<file path="src/rtl/swim_rx_decoder.sv">
// swim_rx_decoder
//
// Receive side of the single-wire SWIM link. Each low pulse on the line is
// measured in clk cycles and classified as bit 1 (short low) or bit 0 (long
// low). Target-to-host frames are assembled from a start bit (1), DATA_BITS
// data bits sent MSB first, and an even parity bit. One byte is delivered per
// frame, with a single-cycle strobe.
//
// Ports:
//   clk       system clock
//   rst       synchronous, active-high reset
//   swim_in   asynchronous SWIM line level, idle high
//   data      payload of the last completed frame (also updated on parity error)
//   valid     one-cycle strobe: frame received with good parity
//   err       one-cycle strobe: frame aborted or bad
//   err_code  01 start bit was 0, 10 parity mismatch, 11 timeout; held until next err
//   busy      high while a frame is in progress

module swim_rx_decoder #(
   parameter int unsigned DATA_BITS    = 8,
   parameter int unsigned MIN_LOW_CLKS = 4,
   parameter int unsigned THRESH_CLKS  = 66,
   parameter int unsigned TIMEOUT_CLKS = 2048
) (
   input  logic                 clk,
   input  logic                 rst,
   input  logic                 swim_in,
   output logic [DATA_BITS-1:0] data,
   output logic                 valid,
   output logic                 err,
   output logic [1:0]           err_code,
   output logic                 busy
);

   localparam int unsigned IdxW = $clog2(DATA_BITS + 1);
   localparam int unsigned TmrW = $clog2(TIMEOUT_CLKS + 1);

   typedef enum logic [1:0] {
      StIdle,
      StData,
      StParity
   } state_e;

   state_e               state_q;
   logic [1:0]           sync_q;     // [0] first stage, [1] synchronized line
   logic                 line_q;     // previous synchronized level, for edges
   logic [15:0]          low_cnt_q;
   logic [IdxW-1:0]      bit_idx_q;
   logic [DATA_BITS-1:0] shift_q;
   logic [TmrW-1:0]      timer_q;
   logic [DATA_BITS-1:0] data_q;
   logic                 valid_q;
   logic                 err_q;
   logic [1:0]           err_code_q;

   logic fall;
   logic rise;
   logic bit_ok;
   logic bit_val;
   logic timeout;

   always_comb begin
      fall    = line_q & ~sync_q[1];
      rise    = ~line_q & sync_q[1];
      // Pulses shorter than MIN_LOW_CLKS are glitches and leave everything alone.
      bit_ok  = rise && (low_cnt_q >= 16'(MIN_LOW_CLKS));
      bit_val = (low_cnt_q < 16'(THRESH_CLKS));
      timeout = (state_q != StIdle) && (timer_q == TmrW'(TIMEOUT_CLKS - 1));
   end

   always_ff @(posedge clk) begin
      if (rst) begin
         sync_q     <= 2'b11;
         line_q     <= 1'b1;
         low_cnt_q  <= '0;
         state_q    <= StIdle;
         bit_idx_q  <= '0;
         shift_q    <= '0;
         timer_q    <= '0;
         data_q     <= '0;
         valid_q    <= 1'b0;
         err_q      <= 1'b0;
         err_code_q <= 2'b00;
      end else begin
         sync_q <= {sync_q[0], swim_in};
         line_q <= sync_q[1];

         // The falling-edge cycle is itself a low cycle, so the count restarts
         // at 1; at the rising edge the count equals the pulse width.
         if (fall) begin
            low_cnt_q <= 16'd1;
         end else if (!sync_q[1] && (low_cnt_q != 16'hFFFF)) begin
            low_cnt_q <= low_cnt_q + 16'd1;
         end

         valid_q <= 1'b0;
         err_q   <= 1'b0;

         // A bit decoded on the timeout cycle takes priority over the timeout.
         if (bit_ok) begin
            timer_q <= '0;
            unique case (state_q)
               StIdle: begin
                  if (bit_val) begin
                     state_q   <= StData;
                     bit_idx_q <= '0;
                     shift_q   <= '0;
                  end else begin
                     err_q      <= 1'b1;
                     err_code_q <= 2'b01;
                  end
               end
               StData: begin
                  shift_q <= {shift_q[DATA_BITS-2:0], bit_val};
                  if (bit_idx_q == IdxW'(DATA_BITS - 1)) begin
                     state_q <= StParity;
                  end else begin
                     bit_idx_q <= bit_idx_q + IdxW'(1);
                  end
               end
               StParity: begin
                  data_q  <= shift_q;
                  state_q <= StIdle;
                  if (bit_val == (^shift_q)) begin
                     valid_q <= 1'b1;
                  end else begin
                     err_q      <= 1'b1;
                     err_code_q <= 2'b10;
                  end
               end
               default: state_q <= StIdle;
            endcase
         end else if (timeout) begin
            // Partial frame is dropped; data keeps the last delivered payload.
            state_q    <= StIdle;
            timer_q    <= '0;
            err_q      <= 1'b1;
            err_code_q <= 2'b11;
         end else if (state_q != StIdle) begin
            timer_q <= timer_q + TmrW'(1);
         end
      end
   end

   assign data     = data_q;
   assign valid    = valid_q;
   assign err      = err_q;
   assign err_code = err_code_q;
   assign busy     = (state_q != StIdle);

endmodule

</file>
<file path="config.mk">
export PLATFORM = sky130hd
export DESIGN_NAME = swim_rx_decoder
export DESIGN_NICKNAME = d
export VERILOG_FILES = /design/src/rtl/swim_rx_decoder.sv
export SDC_FILE = /design/constraint.sdc
export NUM_CORES = 1
export LEC_CHECK = 0
export BUFFER_PORTS_ARGS = -buffer_cell sky130_fd_sc_hd__buf_2
export CAP_MARGIN = 20
export CORE_UTILIZATION = 55
export DETAILED_ROUTE_END_ITERATION = 12
export PLACE_DENSITY = 0.85
export SKIP_LAST_GASP = 1
export SYNTH_ARGS = -nofsm -noshare
export SYNTH_HDL_FRONTEND = slang
export SYNTH_SLANG_ARGS = --single-unit
</file>
<file path="constraint.sdc">
create_clock -name clk -period 3.1 [get_ports clk]
set_clock_uncertainty 0.05 [all_clocks]
set_input_delay 0.31 -clock clk [delete_from_list [all_inputs] [get_ports clk]]
set_output_delay 0.31 -clock clk [all_outputs]
set_load 0.01 [all_outputs]
</file>
# [After elaboration in Yosys (flattened, before gate mapping)]
# Index checks and enable logic that the tools add are counted.
[totals] reg_bits=57 inputBits=3 out_inout_bits=13 word_cells=77
[op_classes] add_sub_neg=3 magnitude_cmp=2 n_eq_ne=13 n_mux=23 n_bitwise=6 reduce_logical=18
[ops] operator="$add 16x1->16 const B" n=1
[ops] operator="$ge 16x3->1 const B" n=1
[ops] operator="$lt 16x7->1 const B" n=1
[ops] operator="$mux 2" n=8
[ops] operator="$ne 16x16->1 const B" n=1
[ops] operator="$pmux 8 s2" n=1
[ops] operator="$add 12x1->12 const B" n=1
[ops] operator="$eq 12x11->1 const B" n=1
[ops] operator="$ne 3x3->1 const B" n=4
[ops] operator="$mux 4" n=2
[ops] operator="$mux 8" n=1
[ops] operator="$pmux 2 s2" n=2
[ops] operator="$pmux 4 s2" n=1
[ops] operator="$reduce_and 4->1" n=2
[ops] operator="$reduce_bool 2->1" n=4
[ops] operator="$reduce_xor 8->1" n=1
[ops] operator="$mux 1" n=7
[ops] operator="$reduce_and 3->1" n=2
[ops] operator="$reduce_or 3->1" n=2
[ops] operator="$add 4x1->4 const B" n=1
[ops] operator="$eq 4x3->1 const B" n=1
[ops] operator="$ne 2x2->1 const B" n=2
[ops] operator="$not 1->1" n=4
[ops] operator="$logic_and 1x1->1" n=3
[ops] operator="10 further kinds" n=11

# [Depth between registers and ports, before layout]
# Gate-level depths: netlist of the first run.
[depth] word_depth=5 ltp_mapped=9 ltp_nobuf=7

# [Least setup slack after synthesis of the first run]
# No wires, ideal clock.
[synth_timing] path_kind="reg-to-reg" startpoint="register low_cnt_q[2]" endpoint="register shift_q[0]" setup_time_ps=128 arrival_time_ps=1889 required_ps=2922 setup_slack_ps=1033 stages_incl_launch_ff=8 n_path_buf=1 period_less_slack_ps=2067 cell_sequence="dfxtp_1 > or4_4 > o21ai_4 > a41oi_4 > or3_1 > buf_6 > a22oi_1 > nor2_1"
[synth_between] elab_chain_cells=3 word_cells_on_any_way=6 classes_between="2 x order compare; 1 x eq/ne; 1 x mux; 2 x reduce/logical"
[synth_rtl] element="start, declared" line="47" source="logic [15:0] low_cnt_q;"
[synth_rtl] element="start signal, assigned" line="93" source="low_cnt_q <= low_cnt_q + 16'd1;"
[synth_rtl] element="$lt 16x7->1 / $ge 16x3->1 (equally long branches)" line="67, 66"
[synth_rtl] element="$ne 2x2->1 (no line) / $logic_and 1x1->1 (equally long branches)"
[synth_rtl] element="$reduce_and 3->1 (no line)"
[synth_rtl] element="end signal, assigned" line="114" source="shift_q <= {shift_q[DATA_BITS-2:0], bit_val};"
[synth_rtl] element="end, declared" line="49" source="logic [DATA_BITS-1:0] shift_q;"
# Several ways; a longest one is shown, not always the timed one.
# A chain may end at the register's enable or synchronous reset.

# [Final worst setup path of the first run]
[layout_timing] startpoint="register state_q[0]" endpoint="register timer_q[10]"
[layout_between] elab_chain_cells=3
[layout_rtl] element="start, declared" line="44" source="state_e state_q;"
[layout_rtl] element="start signal, assigned" line="76" source="state_q <= StIdle;"
[layout_rtl] element="start signal, assigned" line="105" source="state_q <= StData;"
[layout_rtl] element="start signal, assigned" line="116" source="state_q <= StParity;"
[layout_rtl] element="$reduce_bool 2->1 (*)" line="68, 139"
[layout_rtl] element="$logic_and 1x1->1" line="68" source="timeout = (state_q != StIdle) && (timer_q == TmrW'(TIMEOUT_CLKS - 1));"
[layout_rtl] element="$reduce_or 3->1 (no line)"
[layout_rtl] element="end signal, assigned" line="140" source="timer_q <= timer_q + TmrW'(1);"
[layout_rtl] element="end, declared" line="50" source="logic [TmrW-1:0] timer_q;"
# Mark *: on every way between the ends. The rest lies on a longest branch, timed or not.

==> results.ini, run 1 <==
[grt]
grt_remaining_overflow = 0
antenna_found_initial = 0
vias_in_the_first_global_route = 1800
grt_use_total_pct = 21.4
grt_start_max_net_pins = 32
wire_length_of_the_first_global_routing_pass_mm = 8.26

[drt]
route.detailed.drc = 0
route.detailed.wl_per_inst_um = 13.9
vias = 1886
vias_per_inst = 5.50
detail-route-antenna-nets = 0
initialDrtViolationCount = 96
totalWireLength_mm = 4.78
detailedRoute.firstPassIterationCount = 4

[synthesis]
synth_sequential_area_ratio_pct = 43.8
yosys.cell_types.count = 41
synth.top_cells.by_count = 57 x sky130_fd_sc_hd__dfxtp_1, 47 x sky130_fd_sc_hd__nor2_1, 19 x sky130_fd_sc_hd__xor2_1, 17 x sky130_fd_sc_hd__xnor2_1, 11 x sky130_fd_sc_hd__nand4_1
synth_ff_type = sky130_fd_sc_hd__dfxtp_1
ys_async_sr_fraction_pct = 0
post_synth_inst_count = 271
netlist.area_leader.share_pct = 43.8
post-synth-top-count-cell = sky130_fd_sc_hd__dfxtp_1
yosys_reg_bits = 57
syn_area_per_cell_um2 = 9.62
syn_area_um2 = 2610
synth_enable_flop_cells = 0
synth_area_leaders = sky130_fd_sc_hd__dfxtp_1 44%, sky130_fd_sc_hd__nor2_1 6.8%, sky130_fd_sc_hd__xor2_1 6.4%, sky130_fd_sc_hd__xnor2_1 5.7%, sky130_fd_sc_hd__nor2_4 4.3%
synth_largest_area_cell = sky130_fd_sc_hd__dfxtp_1
syn-num-nets = 278
ys_warn_count = 0

[floorplanning]
die_h_um = 70.8
placementRows = 24
core_area_um2 = 4440
top_level_ports = 16
die_w_um = 70.8
die_area_um2 = 5020
start_util_pct = 58.6

[power]
powerDensity_nw_per_um2 = 475
leakage_nw = 1.01
net_switching_power_mw = 0.290
pwr-share-comb_pct = 2.0
sw_frac_of_total_pct = 21.3
p_clk_share_pct = 43.6
sequentialPowerShare_pct = 54.4
power_report.internal_total_mw = 1.07
ir_drop_uv = 423

[layout]
relative_area_change_from_synthesis_to_final_layout_pct = 9.75
finalNetCount = 295
fillers = 347
n_antenna_cell = 0
layout-drive-gt1-share_pct = 17.9

[run]
timing.max_cap.violations = 0

[timing]
timing_worst_slew_pin_value_ns = 0.587
fin_crit_sh_pct = 77.2
finalHoldWorstSlack_ns = 0.111
hold_viol_final = 0
post-route-min-period_ns = 2.39
worst_slew_margin_rel_pct = 60.9
setup_total_negative_slack_ns = 0
number_of_setup_violations_in_the_final_report = 0
fmax_mhz = 418
rsz0062_at_grt = false
slew_violations = 0

[placed_design]
dpl.hpwl_mm = 3.19
gpl.final_weighted_congestion = 0.856
place.port_buffers = 15

[critical_path]
critical_path.max_fanout = 12
worst_setup_path_end_kind = flip-flop
critical_path_class = reg2reg
timing.critical_path.required_ns = 3.24
crit_path_start_kind = flip-flop
cp.arrival_ns = 2.54

[cts]
cts_root_buffer = sky130_fd_sc_hd__clkbuf_8
cts-buffers-inserted = 9
tritoncts_clock_tree = built
sinks_on_the_clock_net = 57
h_tree_depth = 3
post_cts_buffers = 0
clk_latency_ns = 0.33
cts.repair.resized = 0
worst_setup_hold_path_clk_slew_ns = 0.06
clock_tree.buffer_depth = 2
cts.hold.buffers_added = 0

[worst_hold_path]
worstHoldPathType = in2reg

[outcome]
outcome = finished clean

-- final cells by class --
cell class / instances / area (µm²) / share of cell area, %
well taps: 52 / 65.1 / 2.27
repair buffers: 16 / 82.6 / 2.89
inverters: 4 / 15.0 / 0.525
multi-input cells: 200 / 1390 / 48.7
flip-flops and latches: 57 / 1140 / 39.9
clock buffers: 14 / 163 / 5.69
-- cell families after synthesis --
| group | share of synthesized area (%) |
|---|---|
| xor+xnor | 12.1 |
| buf+inv | 2.74 |
| flops | 43.8 |
| fa+ha+maj | 1.92 |
| mux | 3.46 |
| simple gates | 26.2 |
| compound gates | 9.84 |
-- path summary, 6_finish.rpt --
check	cells after the start	to	slack, ns	start
worst max-delay path	6	timer_q[10]	0.71	state_q[0]
worst min-delay path	2	sync_q[0]	0.11	swim_in
worst max register to register	6	timer_q[10]	0.71	state_q[0]
worst min register to register	1	sync_q[1]	0.35	sync_q[0]
-- cells in the final DEF, fill, tap and decap left out, types with 2 or more instances in the layout --
cell                        n
sky130_fd_sc_hd__xor2_1    19
sky130_fd_sc_hd__o31a_1     2
sky130_fd_sc_hd__a21oi_1    8
sky130_fd_sc_hd__ha_1       4
sky130_fd_sc_hd__nand2_1   10
sky130_fd_sc_hd__nand4_1   11
sky130_fd_sc_hd__clkbuf_1   3
sky130_fd_sc_hd__nand3_1    9
sky130_fd_sc_hd__inv_1      4
sky130_fd_sc_hd__nand2b_1   5
sky130_fd_sc_hd__nor3_1     7
sky130_fd_sc_hd__and4_1     3
sky130_fd_sc_hd__mux2i_1    9
sky130_fd_sc_hd__or3_1      2
sky130_fd_sc_hd__o21ai_0    3
sky130_fd_sc_hd__or2_2      4
sky130_fd_sc_hd__a211oi_2   2
sky130_fd_sc_hd__buf_2     15
sky130_fd_sc_hd__nor2_1    47
sky130_fd_sc_hd__nor2b_1    2
sky130_fd_sc_hd__o21ai_4    2
sky130_fd_sc_hd__clkbuf_8  11
sky130_fd_sc_hd__dfxtp_1   57
sky130_fd_sc_hd__xnor2_1   17
sky130_fd_sc_hd__nor3b_1    2
sky130_fd_sc_hd__nor2_4    10
sky130_fd_sc_hd__a22oi_1    8
-- stage by stage --
step | area, µm² | worst slack [ns] | utilization (%) | cells | total power [mW]
floorplan | 2610 | 1.03 | - | 271 | 0.778
global placement | 2700 | 0.872 | 60.7 | 329 | 0.781
detailed placement | 2700 | 0.741 | 60.7 | 329 | 0.782
CTS | 2860 | 0.734 | 64.4 | 343 | 1.37
global route | 2860 | 0.620 | 64.4 | 343 | 1.40
finish | 2860 | 0.707 | 64.4 | 343 | 1.36
-- worst max-delay path, cell delays in order (launching register included) --
cell	delay [ns]
sky130_fd_sc_hd__dfxtp_1	0.51
sky130_fd_sc_hd__or2_2	0.27
sky130_fd_sc_hd__nand4_1	0.25
sky130_fd_sc_hd__or3_1	0.41
sky130_fd_sc_hd__and2_2	0.23
sky130_fd_sc_hd__nand2b_2	0.43
sky130_fd_sc_hd__nor2_1	0.10
-- power groups by stage --
stage                     Sequential [mW]  Clock (mW)  Combinational, mW
after floorplan                     0.754           0             0.0236
after global placement              0.755           0             0.0264
after detailed placement            0.755           0             0.0270
after CTS                           0.739       0.600             0.0272
after global routing                0.739       0.630             0.0300
final                               0.739       0.593             0.0268
-- layer usage --
| metal | GRT usage (%) | vias up | routed length, µm |
|---|---|---|---|
| li1 | - | 958 | - |
| met1 | 26.6 | 898 | 2270 |
| met2 | 34.3 | 23 | 2280 |
| met3 | 4.70 | 7 | 150 |
| met4 | 12.7 | 0 | 78 |
| met5 | 0 | - | 0 |
-- state kept, by name (all words and copies together) (netlist names) --
| name | flops |
|---|---|
| line_q | 1 |
| shift_q | 8 |
| timer_q | 12 |
| bit_idx_q | 4 |
| data | 8 |
| sync_q | 2 |
| low_cnt_q | 16 |
| state_q | 2 |
| err_code | 2 |
| err | 1 |
| valid | 1 |
Note: power is estimated with default switching activity, not from simulation.
==> run 2, diff against run 1 <==
ABC_AREA = 1   (was unset)
CORE_UTILIZATION = 54   (was 55)
PLACE_DENSITY = 0.87   (was 0.85)
clock period = 2.2 ns   (was 3.1 ns; I/O delays follow)
==> results.ini, run 2 <==
[timing]
number_of_setup_violations_in_the_final_report = 0
setup_total_negative_slack_ns = 0
timing_worst_slew_pin_value_ns = 0.453
fin_crit_sh_pct = 77.5
hold_viol_final = 0
rsz0062_at_grt = false
post-route-min-period_ns = 1.71
worst_slew_margin_rel_pct = 69.8
fmax_mhz = 586
fin_ws_ns = 0.495
finalHoldWorstSlack_ns = 0.0134
slew_violations = 0

[power]
sw_frac_of_total_pct = 22.2
p_clk_share_pct = 46.5
net_switching_power_mw = 0.450
sequentialPowerShare_pct = 51.3
power_report.internal_total_mw = 1.58
ir_drop_uv = 389
power.total_mw = 2.03
powerDensity_nw_per_um2 = 645
pwr-share-comb_pct = 2.2
leakage_nw = 1.26

[synthesis]
post_synth_inst_count = 402
synth.top_cells.by_count = 111 x sky130_fd_sc_hd__nand2_1, 57 x sky130_fd_sc_hd__dfxtp_1, 46 x sky130_fd_sc_hd__a21oi_1, 46 x sky130_fd_sc_hd__inv_1, 39 x sky130_fd_sc_hd__nor2_1
synth_sequential_area_ratio_pct = 40.5
yosys.cell_types.count = 32
yosys_reg_bits = 57
ys_async_sr_fraction_pct = 0
synth_ff_type = sky130_fd_sc_hd__dfxtp_1
post-synth-top-count-cell = sky130_fd_sc_hd__nand2_1
syn-num-nets = 409
netlist.area_leader.share_pct = 40.5
synth_area_leaders = sky130_fd_sc_hd__dfxtp_1 41%, sky130_fd_sc_hd__nand2_1 15%, sky130_fd_sc_hd__a21oi_1 8.2%, sky130_fd_sc_hd__inv_1 6.1%, sky130_fd_sc_hd__nor2_1 5.2%
synth_largest_area_cell = sky130_fd_sc_hd__dfxtp_1
syn_area_um2 = 2820
syn_area_per_cell_um2 = 7.01
ys_warn_count = 0
synth_enable_flop_cells = 0

[layout]
registers.top_by_ff_count = low_cnt_q
max_reg_flops = 16
layout_commonest_cell = sky130_fd_sc_hd__nand2_1
n_antenna_cell = 0
reg_top3 = low_cnt_q (16), timer_q (12)
relative_area_change_from_synthesis_to_final_layout_pct = 11.6
fillers = 423
finalNetCount = 431
postLayoutCellArea_um2 = 3140
layout-drive-gt1-share_pct = 14.9
layout.cells.most_common_list = 111 x sky130_fd_sc_hd__nand2_1, 57 x sky130_fd_sc_hd__dfxtp_1, 46 x sky130_fd_sc_hd__inv_1, 46 x sky130_fd_sc_hd__a21oi_1, 39 x sky130_fd_sc_hd__nor2_1
layoutNonFillerInstCount = 496
final_core_utilization_pct = 64.4

[floorplanning]
placementRows = 25
die_h_um = 74.2
top_level_ports = 16
core_area_um2 = 4880
start_util_pct = 57.7
die_area_um2 = 5510
die_w_um = 74.2

[grt]
grt_remaining_overflow = 0
grt_start_max_net_pins = 22
antenna_found_initial = 0
vias_in_the_first_global_route = 2319
grt_use_total_pct = 24.5
wire_length_of_the_first_global_routing_pass_mm = 10.2

[critical_path]
crit_family = simple AND/OR/NAND/NOR gates
timing.critical_path.cells = ha_1, nand3_1, nor2_1, nand3_1, nand2_4, nor2_2, nand2_1, nor2_2, nand3_1, a21oi_1
number_of_cells_on_the_worst_reg_to_reg_path = 10
critical_path_class = reg2reg
critPathBufInv = 0
crit_path_start_kind = flip-flop
crit_path_top_delay_cell = sky130_fd_sc_hd__dfxtp_1
worst_setup_path_end_kind = flip-flop
critical_path.max_fanout = 9
cp.arrival_ns = 1.93
crit_path_frequent_cell = sky130_fd_sc_hd__nand3_1
critPathMaxStageDelay_ns = 0.35
critical_path_cell_count = 10
timing.critical_path.required_ns = 2.42

[cts]
cts-buffers-inserted = 9
tritoncts_clock_tree = built
cts_root_buffer = sky130_fd_sc_hd__clkbuf_8
worst_setup_hold_path_clk_slew_ns = 0.06
cts.hold.buffers_added = 0
clock_tree.buffer_depth = 2
sinks_on_the_clock_net = 57
post_cts_buffers = 0
h_tree_depth = 3
clk_latency_ns = 0.34
cts.repair.resized = 0

[placed_design]
dpl.hpwl_mm = 4.11
pre_cts_ws_ns = 0.517
place.port_buffers = 15
dp_cells = 480
gpl.final_weighted_congestion = 0.807
dpl_cell_area_um2 = 2950

[drt]
route.met3.wl_um = 233
detail-route-antenna-nets = 0
met2WireLength_mm = 2.93
totalWireLength_mm = 6.03
route.detailed.wl_per_inst_um = 12.2
vias = 2611
route.detailed.drc = 0
detailedRoute.firstPassIterationCount = 5
initialDrtViolationCount = 212
detail_route.wirelength.met1_mm = 2.74
top_layer_used = met4
vias_per_inst = 5.26

[worst_hold_path]
min_delay_path_depth = 2
worstHoldPathType = in2reg

[outcome]
outcome = finished clean

[run]
timing.max_cap.violations = 0

==> run 2: cell count changes in the layout (fill, tap and decap cells not counted), moves of 10 or more <==
cell,before,now
sky130_fd_sc_hd__nand2_1,10,111
sky130_fd_sc_hd__inv_1,4,46
sky130_fd_sc_hd__a21oi_1,8,46
sky130_fd_sc_hd__xnor2_1,17,2
sky130_fd_sc_hd__xor2_1,19,4
sky130_fd_sc_hd__o21ai_0,3,15
sky130_fd_sc_hd__nand3_1,9,19
==> run 2: logic make-up (layout without fill, tap and decap cells) <==
family	after synthesis	count (layout)	synth area share (%)
xor gates and xnor gates	6	6	1.87
buffers and inverters	57	84	8.17
DFF	57	57	40.5
AOI/OAI and AO/OA	67	67	12.2
adders and majority gates	4	4	1.78
and+or+nand+nor	211	211	35.5
==> run 2: cell type report <==
| cell class | count | area [µm²] | share of cell area (%) |
|---|---|---|---|
| multi-input combinational | 288 | 1450 | 46.0 |
| sequential | 57 | 1140 | 36.3 |
| inverter | 52 | 196 | 6.25 |
| clock buffer | 14 | 183 | 5.81 |
| tap | 67 | 83.8 | 2.67 |
| timing repair buffer | 16 | 82.6 | 2.63 |
| clock inverter | 2 | 10.0 | 0.319 |
==> run 2: worst reg2reg max path: stages (launching register included) <==
cell and delay [ns]:
sky130_fd_sc_hd__dfxtp_1 0.35, sky130_fd_sc_hd__ha_1 0.24, sky130_fd_sc_hd__nand3_1 0.11, sky130_fd_sc_hd__nor2_1 0.06
sky130_fd_sc_hd__nand3_1 0.10, sky130_fd_sc_hd__nand2_4 0.11, sky130_fd_sc_hd__nor2_2 0.12, sky130_fd_sc_hd__nand2_1 0.12
sky130_fd_sc_hd__nor2_2 0.16, sky130_fd_sc_hd__nand3_1 0.09, sky130_fd_sc_hd__a21oi_1 0.14
==> run 2: per-layer routing <==
metal	up-vias	global-route usage [%]
li1	1328	-
met1	1201	31.2
met2	71	39.9
met3	11	4.07
met4	0	12.8
met5	-	0
==> run 2: worst paths after layout <==
path / slack [ns] / start / endpoint
max: 0.49 / low_cnt_q[0] / low_cnt_q[14]
min reg2reg: 0.36 / sync_q[0] / sync_q[1]
min: 0.01 / swim_in / sync_q[0]
max reg2reg: 0.49 / low_cnt_q[0] / low_cnt_q[14]
==> run 2: power by group through the flow <==
stage	Clock [mW]	Combinational, mW	Sequential, mW
after floorplan	0	0.0331	1.06
after global placement	0	0.0428	1.06
after detailed placement	0	0.0436	1.06
after CTS	0.950	0.0438	1.04
after global routing	1.00	0.0504	1.04
final	0.943	0.0441	1.04
==> run 3, diff against run 2 <==
ABC_AREA = 0   (was 1)
clock period = 1.5 ns   (was 2.2 ns; I/O delays follow)
==> results.ini, run 3 (same netlist as run 1, synthesis figures left out) <==
[timing]
post-route-min-period_ns = 2.33
number_of_setup_violations_in_the_final_report = 54
fmax_mhz = 430
slew_violations = 0
hold_viol_final = 0
rsz0062_at_grt = true
fin_crit_sh_pct = 155
timing_worst_slew_pin_value_ns = 0.619
worst_slew_margin_rel_pct = 58.7
fin_ws_ns = -0.827

[power]
net_switching_power_mw = 0.738
leakage_nw = 1.63
power_report.internal_total_mw = 2.64
pwr-share-comb_pct = 3.3
sw_frac_of_total_pct = 21.9
power.total_mw = 3.38
powerDensity_nw_per_um2 = 850
sequentialPowerShare_pct = 45.1
ir_drop_uv = 930
p_clk_share_pct = 51.6

[drt]
detailedRoute.firstPassIterationCount = 5
route.detailed.wl_per_inst_um = 21.4
detail-route-antenna-nets = 0
initialDrtViolationCount = 162
route.detailed.drc = 0
vias_per_inst = 6.01
totalWireLength_mm = 9.32
vias = 2622

[layout]
layout.cells.most_common_list = 73 x sky130_fd_sc_hd__buf_4, 51 x sky130_fd_sc_hd__dfxtp_1, 42 x sky130_fd_sc_hd__nor2_1, 17 x sky130_fd_sc_hd__xor2_1
layout-drive-gt1-share_pct = 48.7
n_antenna_cell = 0
layout_commonest_cell = sky130_fd_sc_hd__buf_4
final_core_utilization_pct = 88.2
registers.top_by_ff_count = low_cnt_q
fillers = 178
relative_area_change_from_synthesis_to_final_layout_pct = 52.4
reg_top3 = low_cnt_q (16), timer_q (12)
finalNetCount = 386
max_reg_flops = 16
layoutNonFillerInstCount = 436

[placed_design]
gpl.final_weighted_congestion = 0.907
dp_cells = 397
place.port_buffers = 15
dpl.hpwl_mm = 4.38

[cts]
cts_root_buffer = sky130_fd_sc_hd__clkbuf_8
tritoncts_clock_tree = built
worst_setup_hold_path_clk_slew_ns = 0.07
clk_latency_ns = 0.36
h_tree_depth = 3
clock_tree.buffer_depth = 2
sinks_on_the_clock_net = 57
cts-buffers-inserted = 9

[critical_path]
crit_path_start_kind = flip-flop
critical_path.max_fanout = 6
timing.critical_path.required_ns = 1.67
worst_setup_path_end_kind = flip-flop
minimum_setup_slack_among_reg_to_reg_paths_ns = -0.83
timing.critical_path.cells = or4_4, o21ai_4, a41oi_4, or3_4, buf_6, a22oi_2, nor2_1
crit_path_top_delay_cell = sky130_fd_sc_hd__or4_4
critPathMaxStageDelay_ns = 0.55
cp.arrival_ns = 2.50
critical_path_class = reg2reg

[run]
timing.max_cap.violations = 0

[outcome]
outcome = complete, but fails checks
violated_checks = negative setup slack

[grt]
wire_length_of_the_first_global_routing_pass_mm = 13.3
grt_use_total_pct = 35.3
grt_remaining_overflow = 0
antenna_found_initial = 0
vias_in_the_first_global_route = 2662
grt_start_max_net_pins = 19

[floorplanning]
placementRows = 24
die_w_um = 71.5
die_h_um = 71.5
die_area_um2 = 5110
top_level_ports = 16
start_util_pct = 57.9
core_area_um2 = 4500

[worst_hold_path]
worstHoldPathType = reg2reg

==> run 3: layout make-up <==
class	instances	area, µm²	area share, %
clock buffers	11	163	4.10
clock inverters	5	75.1	1.89
inverters	4	15.0	0.378
multi-input cells	200	1640	41.3
flip-flops and latches	57	1150	29.0
well taps	52	65.1	1.64
repair buffers	107	861	21.7
==> run 3: worst paths after layout <==
kind	from	endpoint	cells past startpoint
hold reg to reg	sync_q[0]	sync_q[1]	1
hold / removal	sync_q[0]	sync_q[1]	1
setup / recovery	low_cnt_q[4]	shift_q[6]	7
setup reg to reg	low_cnt_q[4]	shift_q[6]	7
==> run 3: routing by layer <==
metal | global-route usage (%) | vias up | share of wire [%]
li1 | - | 1143 | -
met1 | 35.4 | 1253 | 35
met2 | 64.0 | 157 | 50
met3 | 11.0 | 69 | 7.0
met4 | 21.4 | 0 | 7.2
met5 | 0 | - | 0
==> run 3: critical path: cells and delay by family, from the launching register on <==
kind / cells / cell delay, ns
flip-flops: 1 / 0.31
AND/OR/NAND/NOR: 3 / 1.07
buffers and inverters: 1 / 0.15
AO/OA/AOI/OAI: 3 / 0.62
==> run 3: repair_timing <==
item | 4_1_cts | 5_1_grt
gates cloned | 0 | 0
pin swaps | 27 | 25
hold buffers | 2 | 0
setup buffers | 17 | 5
gates resized for setup | 33 | 20
setup endpoints to repair | 54 | 55
hold endpoints to repair | 2 | 0
==> run 3: power groups by stage <==
stage	Sequential (mW)	Combinational [mW]	Clock (mW)
after floorplan	1.56	0.0526	0
after global placement	1.56	0.0857	0
after detailed placement	1.56	0.0891	0
after CTS	1.52	0.106	1.70
after global routing	1.52	0.116	1.79
final	1.52	0.112	1.74
==> run 3: through the flow <==
stage               hold WS (ns)  instance area (µm²)  setup TNS (ns)  setup slack, ns
finish                     0.370                 3970          -27.66           -0.827
global route               0.393                 3970          -30.40           -0.865
CTS                        0.373                 3850          -24.63           -0.651
detailed placement         0.290                 3320          -21.50           -0.583
global placement           0.285                 3320          -19.58           -0.528
floorplan                  0.204                 2710          -18.59           -0.551
